**src/rtl/fpu_trivial_stack.sv**
```systemverilog
// 8087 trivial-op register stack (constants, FABS/FCHS, FNOP/FWAIT, FLD/FSTP m80); FXCH ST(i) when FPU_TRIVIAL_FXCH_EN is defined.
// Accept -> execute next cycle -> response held until rsp_ready; cmd_ready only while idle.
module fpu_trivial_stack #(
    parameter int DEPTH = 8,
    parameter int TW    = $clog2(DEPTH)
) (
    input  logic               clk,
    input  logic               reset_n,
    input  logic               cmd_valid,
    output logic               cmd_ready,
    input  logic [7:0]         cmd_opcode,
    input  logic [7:0]         cmd_modrm,
    input  logic [79:0]        cmd_data,
    output logic               rsp_valid,
    input  logic               rsp_ready,
    output logic [79:0]        rsp_data,
    output logic               rsp_error,
    output logic [TW-1:0]      top,
    output logic [2*DEPTH-1:0] tag_word,
    output logic               stack_fault,
    input  logic               fault_clr
);

    typedef enum logic [1:0] {S_IDLE, S_EXEC, S_RESP} state_t;

    localparam logic [79:0] C_ONE   = 80'h3FFF8000000000000000;
    localparam logic [79:0] C_L2T   = 80'h4000D49A784BCD1B8AFE;
    localparam logic [79:0] C_L2E   = 80'h3FFFB8AA3B295C17F0BC;
    localparam logic [79:0] C_PI    = 80'h4000C90FDAA22168C235;
    localparam logic [79:0] C_LG2   = 80'h3FFD9A209A84FBCFF799;
    localparam logic [79:0] C_LN2   = 80'h3FFEB17217F7D1CF79AC;
    localparam logic [79:0] C_INDEF = 80'hFFFFC000000000000000;

    state_t        state_q, state_d;
    logic [7:0]    op_q, op_d, modrm_q, modrm_d;
    logic [79:0]   data_q, data_d;
    logic [79:0]   regs_q [DEPTH];
    logic [79:0]   regs_d [DEPTH];
    logic [1:0]    tag_q  [DEPTH];
    logic [1:0]    tag_d  [DEPTH];
    logic [TW-1:0] top_q, top_d, top_m1;
    logic [79:0]   rsp_data_q, rsp_data_d;
    logic          rsp_err_q, rsp_err_d;
    logic          fault_q, fault_d, fault_set;
    logic          do_push, do_stp, do_chs, do_abs, invalid;
    logic [79:0]   push_val;
`ifdef FPU_TRIVIAL_FXCH_EN
    logic          do_xch;
    logic [TW-1:0] xch_idx;
`endif

    function automatic logic [1:0] tag_of(input logic [78:0] mag);
        return (mag == '0) ? 2'b01 : 2'b00;
    endfunction

    assign top_m1 = top_q - TW'(1);

    always_comb begin
        do_push  = 1'b0;
        do_stp   = 1'b0;
        do_chs   = 1'b0;
        do_abs   = 1'b0;
        invalid  = 1'b0;
        push_val = '0;
`ifdef FPU_TRIVIAL_FXCH_EN
        do_xch   = 1'b0;
        xch_idx  = top_q + TW'(modrm_q[2:0]);
`endif
        case (op_q)
            8'hD9: begin
                case (modrm_q)
                    8'hE8: begin do_push = 1'b1; push_val = C_ONE; end
                    8'hE9: begin do_push = 1'b1; push_val = C_L2T; end
                    8'hEA: begin do_push = 1'b1; push_val = C_L2E; end
                    8'hEB: begin do_push = 1'b1; push_val = C_PI;  end
                    8'hEC: begin do_push = 1'b1; push_val = C_LG2; end
                    8'hED: begin do_push = 1'b1; push_val = C_LN2; end
                    8'hEE: begin do_push = 1'b1; push_val = '0;    end
                    8'hE0: do_chs = 1'b1;
                    8'hE1: do_abs = 1'b1;
                    8'hD0: begin end
`ifdef FPU_TRIVIAL_FXCH_EN
                    8'hC8, 8'hC9, 8'hCA, 8'hCB,
                    8'hCC, 8'hCD, 8'hCE, 8'hCF: do_xch = 1'b1;
`endif
                    default: invalid = 1'b1;
                endcase
            end
            8'h9B: begin end
            8'hDB: begin
                if (modrm_q[7:6] != 2'b11 && modrm_q[5:3] == 3'd5) begin
                    do_push  = 1'b1;
                    push_val = data_q;
                end else if (modrm_q[7:6] != 2'b11 && modrm_q[5:3] == 3'd7) begin
                    do_stp = 1'b1;
                end else begin
                    invalid = 1'b1;
                end
            end
            default: invalid = 1'b1;
        endcase
    end

    always_comb begin
        state_d    = state_q;
        op_d       = op_q;
        modrm_d    = modrm_q;
        data_d     = data_q;
        regs_d     = regs_q;
        tag_d      = tag_q;
        top_d      = top_q;
        rsp_data_d = rsp_data_q;
        rsp_err_d  = rsp_err_q;
        fault_set  = 1'b0;
        case (state_q)
            S_IDLE: begin
                if (cmd_valid) begin
                    op_d    = cmd_opcode;
                    modrm_d = cmd_modrm;
                    data_d  = cmd_data;
                    state_d = S_EXEC;
                end
            end
            S_EXEC: begin
                state_d    = S_RESP;
                rsp_data_d = '0;
                rsp_err_d  = invalid;
                if (do_push) begin
                    if (tag_q[top_m1] != 2'b11) begin
                        rsp_err_d = 1'b1;
                        fault_set = 1'b1;
                    end else begin
                        regs_d[top_m1] = push_val;
                        tag_d[top_m1]  = tag_of(push_val[78:0]);
                        top_d          = top_m1;
                    end
                end
                if (do_stp) begin
                    if (tag_q[top_q] == 2'b11) begin
                        rsp_err_d  = 1'b1;
                        rsp_data_d = C_INDEF;
                        fault_set  = 1'b1;
                    end else begin
                        rsp_data_d    = regs_q[top_q];
                        tag_d[top_q]  = 2'b11;
                        top_d         = top_q + TW'(1);
                    end
                end
                if (do_chs || do_abs) begin
                    if (tag_q[top_q] == 2'b11) begin
                        rsp_err_d = 1'b1;
                        fault_set = 1'b1;
                    end else begin
                        regs_d[top_q][79] = do_chs ? ~regs_q[top_q][79] : 1'b0;
                    end
                end
`ifdef FPU_TRIVIAL_FXCH_EN
                if (do_xch) begin
                    if (tag_q[top_q] == 2'b11 || tag_q[xch_idx] == 2'b11) begin
                        rsp_err_d = 1'b1;
                        fault_set = 1'b1;
                    end else begin
                        regs_d[top_q]   = regs_q[xch_idx];
                        regs_d[xch_idx] = regs_q[top_q];
                        tag_d[top_q]    = tag_q[xch_idx];
                        tag_d[xch_idx]  = tag_q[top_q];
                    end
                end
`endif
            end
            S_RESP: begin
                if (rsp_ready) state_d = S_IDLE;
            end
            default: state_d = S_IDLE;
        endcase
        // a new fault in the same cycle as fault_clr wins
        fault_d = (fault_clr ? 1'b0 : fault_q) | fault_set;
    end

    always_ff @(posedge clk or negedge reset_n) begin
        if (!reset_n) begin
            state_q    <= S_IDLE;
            op_q       <= '0;
            modrm_q    <= '0;
            data_q     <= '0;
            top_q      <= '0;
            rsp_data_q <= '0;
            rsp_err_q  <= 1'b0;
            fault_q    <= 1'b0;
            for (int i = 0; i < DEPTH; i++) tag_q[i] <= 2'b11;
        end else begin
            state_q    <= state_d;
            op_q       <= op_d;
            modrm_q    <= modrm_d;
            data_q     <= data_d;
            top_q      <= top_d;
            rsp_data_q <= rsp_data_d;
            rsp_err_q  <= rsp_err_d;
            fault_q    <= fault_d;
            for (int i = 0; i < DEPTH; i++) tag_q[i] <= tag_d[i];
        end
    end

    // register contents carry no reset; the tags say what is live
    always_ff @(posedge clk) begin
        for (int i = 0; i < DEPTH; i++) regs_q[i] <= regs_d[i];
    end

    for (genvar g = 0; g < DEPTH; g++) begin : g_tag
        assign tag_word[2*g +: 2] = tag_q[g];
    end

    assign cmd_ready   = (state_q == S_IDLE);
    assign rsp_valid   = (state_q == S_RESP);
    assign rsp_data    = rsp_data_q;
    assign rsp_error   = rsp_err_q;
    assign top         = top_q;
    assign stack_fault = fault_q;

endmodule

```
**config.mk**
```make
export PLATFORM = sky130hd
export DESIGN_NAME = fpu_trivial_stack
export DESIGN_NICKNAME = d
export VERILOG_FILES = /design/src/rtl/fpu_trivial_stack.sv
export SDC_FILE = /design/constraint.sdc
export NUM_CORES = 2
export LEC_CHECK = 0
export ABC_AREA = 1
export ABC_CLOCK_PERIOD_IN_PS = 8000
export BUFFER_PORTS_ARGS = -buffer_cell sky130_fd_sc_hd__buf_2
export CAP_MARGIN = 20
export CORE_MARGIN = 2
export CORE_UTILIZATION = 50
export DETAILED_ROUTE_END_ITERATION = 6
export GPL_ROUTABILITY_DRIVEN = 0
export GPL_TIMING_DRIVEN = 0
export HOLD_SLACK_MARGIN = 0.12
export PLACE_DENSITY = 0.68
export SLEW_MARGIN = 0
export SYNTH_ARGS = -nofsm -noshare
export SYNTH_HDL_FRONTEND = slang
export SYNTH_SLANG_ARGS = --single-unit
```
**constraint.sdc**
```tcl
create_clock -name clk -period 8 [get_ports clk]
set_input_delay 1.6 -clock clk [delete_from_list [all_inputs] [get_ports clk]]
set_output_delay 1.6 -clock clk [all_outputs]
set_load 0.1 [all_outputs]
```
==> impl_metrics.toml <==
[cts]
clock_path_buffers = 3
cts.sink_count = 839
cts_tree = "yes"
numCtsBuffers = 85
clkTransAtPathRegs_ns = 0.06
cts-root-buf = "clkbuf_16"
post_cts_resized = 0
cts_setup_buffers = 0
clock_latency_ns = 0.66
hold_buffers = 0
htree_levels = 3

[logic_synthesis]
syn_area_mm2 = 0.0330
async_flop_share_pct = 23.7
synthCells = 2580
yosysSeqAreaShare_pct = 73.4
synth-main-ff-cell = "edfxtp_1"
avgSynthCellArea_um2 = 12.8
synth-seq-cells = 839
synth_edf_count = 640
synth_cell_types = 53
yosys_warnings = 0
synth.net_count = 2683

[drt]
remaining_drc_errors = 0
ant_nets = 0
dr_total_vias = 23500
drt_iter0_drc = 3249
avgViaCountPerCell = 6.13
drt_pre_antenna_iters = 6
drt-wirelength-per-cell_um = 26.6
routed_wl_um = 102000

[run_status]
status = "complete, no violations"

[finish]
drive_gt1_share_pct = 19.7
fin_nets = 3007
stdcell_area_mm2 = 0.0387
fill_cells = 5100
antenna-diode-count = 0
syn2layout_area_growth_pct = 17.3

[power]
combPwrFrac_pct = 9.4
p_sw_share_pct = 25.8
ir_drop_mv = 0.193
seq_power_share_pct = 50.7
leakage_uw = 0.0138
intPower_uw = 7450
fin_total_pwr_uw = 10000
p_per_area_mw_per_mm2 = 259
power_switching_uw = 2590
pwr-share-clk_pct = 39.9

[critical_path]
criticalPathCategory = "flop to flop"
cp-start-kind = "flop"
end_kind = "flop"
critPathArrivalTime_ns = 4.50
r2r_slack_ns = 3.80
r2r_cells = 6
regToRegStartpoint = "state_q[1]"
worstPathRequired_ns = 8.30
worstPathMaxFanout = 51

[sta]
setup_tns_ns = 0
final_hold_viol_count = 0
max_freq_ghz = 0.238
fin_crit_sh_pct = 52.5
setup_viol_count_final = 0
drv_slew = 0
worst_pin_slew_ns = 1.13
fin_worst_skew_ns = 0.0507
rsz0062_at_grt = "false"
fin_crit_ns = 4.20
slew_headroom_pct = 24.4

[grt]
grt_use_total_pct = 29.9
grt_pass1_wl_um = 147000
grt_start_max_net_pins = 109
first_global_vias = 22800
gr-total-overflow = 0
antenna_found_initial = 5

[die]
io_pins = 204
die_area_mm2 = 0.0681
rows = 94
start_util_pct = 50.4
die-height_um = 261
fp.coreArea_mm2 = 0.0655
die_w_um = 261

[place]
dp_hpwl_um = 69500
port_buffers = 203
placed_area_mm2 = 0.0359

[hold_path]
min_from = "rsp_data[68]"
whs_path_depth = 2
hold_end = "rsp_data[68]"
hold_path.class = "flop to flop"

[run]
maxCapViolations = 0
-- area by class of cell --
cell class	instances	area, µm²	area share, %
tap	864	1080	2.79
clock inverter	43	459	1.19
multi-input combinational	1501	7790	20.1
sequential	839	24200	62.5
inverter	95	359	0.927
clock buffer	117	2380	6.14
buffer	145	704	1.82
timing repair buffer	237	1740	4.48
-- metrics by stage --
stage                     std cells  worst slack [ns]  hold slack [ns]  util, %
after global routing           3841              3.82            0.491     59.1
final                          3841              3.80            0.472     59.1
after global placement         3647             -1.78            0.460     53.6
after floorplan                2580              1.53            0.449        -
after detailed placement       3678              3.97            0.460     54.8
after CTS                      3838              3.97            0.476     59.1
-- per-layer routing --
| layer | GRT usage [%] | share of wire, % | up-vias |
|---|---|---|---|
| li1 | - | - | 10100 |
| met1 | 40.9 | 38 | 11500 |
| met2 | 48.0 | 47 | 1666 |
| met3 | 5.37 | 11 | 271 |
| met4 | 11.7 | 3.9 | 4 |
| met5 | 0 | 0.020 | - |
-- synthesized netlist by cell type, drive strengths merged, types with 19 or more instances --
library cell / instances / area [µm²]
nand4: 23 / 144
nand3: 75 / 408
nor2: 161 / 683
o31ai: 19 / 143
clkbuf: 58 / 218
o221ai: 39 / 342
or2: 48 / 300
edfxtp: 640 / 19200
o22ai: 161 / 1010
a22o: 36 / 315
o21ai: 130 / 654
dfrtp: 183 / 4580
inv: 94 / 353
a22oi: 30 / 225
buf: 87 / 487
nor4: 30 / 188
or4: 21 / 158
nor3: 20 / 110
nand2: 633 / 2480
-- cell families after synthesis --
family | count (synthesis) | synth area share [%]
xor+xnor | 2 | 0.0531
flops | 839 | 73.4
fa+ha+maj | 2 | 0.0758
simple gates | 1019 | 13.7
compound gates | 478 | 9.60
buf+inv | 240 | 3.21
-- power by group through the flow --
stage | logic [µW] | registers (µW) | clock network, µW
after global routing | 1030 | 5100 | 4190
after global placement | 887 | 5160 | 0
after CTS | 932 | 5080 | 4010
after detailed placement | 925 | 5170 | 0
after floorplan | 583 | 5080 | 0
final | 940 | 5090 | 4010
-- how the worst max path moves through the flow --
| stage | start | to | depth (start not counted) |
|---|---|---|---|
| 2_1_floorplan | top[0] | flop | 11 |
| 5_1_grt | state_q[1] | flop | 6 |
| 3_5_place_dp | state_q[1] | flop | 6 |
| 3_3_place_gp | top[0] | flop | 11 |
| 4_1_cts | state_q[1] | flop | 6 |
| 6_report | state_q[1] | flop | 6 |
-- cell usage in the layout (no fill, tap or decap), types with 18 or more instances in the layout --
cell	instances
edfxtp_1	640
nand2_1	610
buf_2	267
dfrtp_1	183
o22ai_1	161
nor2_1	137
o21ai_0	116
clkbuf_16	86
clkbuf_1	78
inv_1	73
nand3_1	70
or2_2	45
o221ai_1	39
a22o_1	36
a22oi_1	30
nor4_1	29
nand4_1	23
or4_1	21
inv_2	20
o31ai_1	19
nor3_1	18
a221oi_1	18
-- worst max-delay path, stage by stage (launching register included) --
cell	delay [ns]
dfrtp_1	0.40
nor2_1	0.72
clkbuf_1	0.70
clkbuf_1	0.65
nand3_1	0.34
inv_4	0.59
buf_16	0.39
Power figures use the tool's default switching activity.
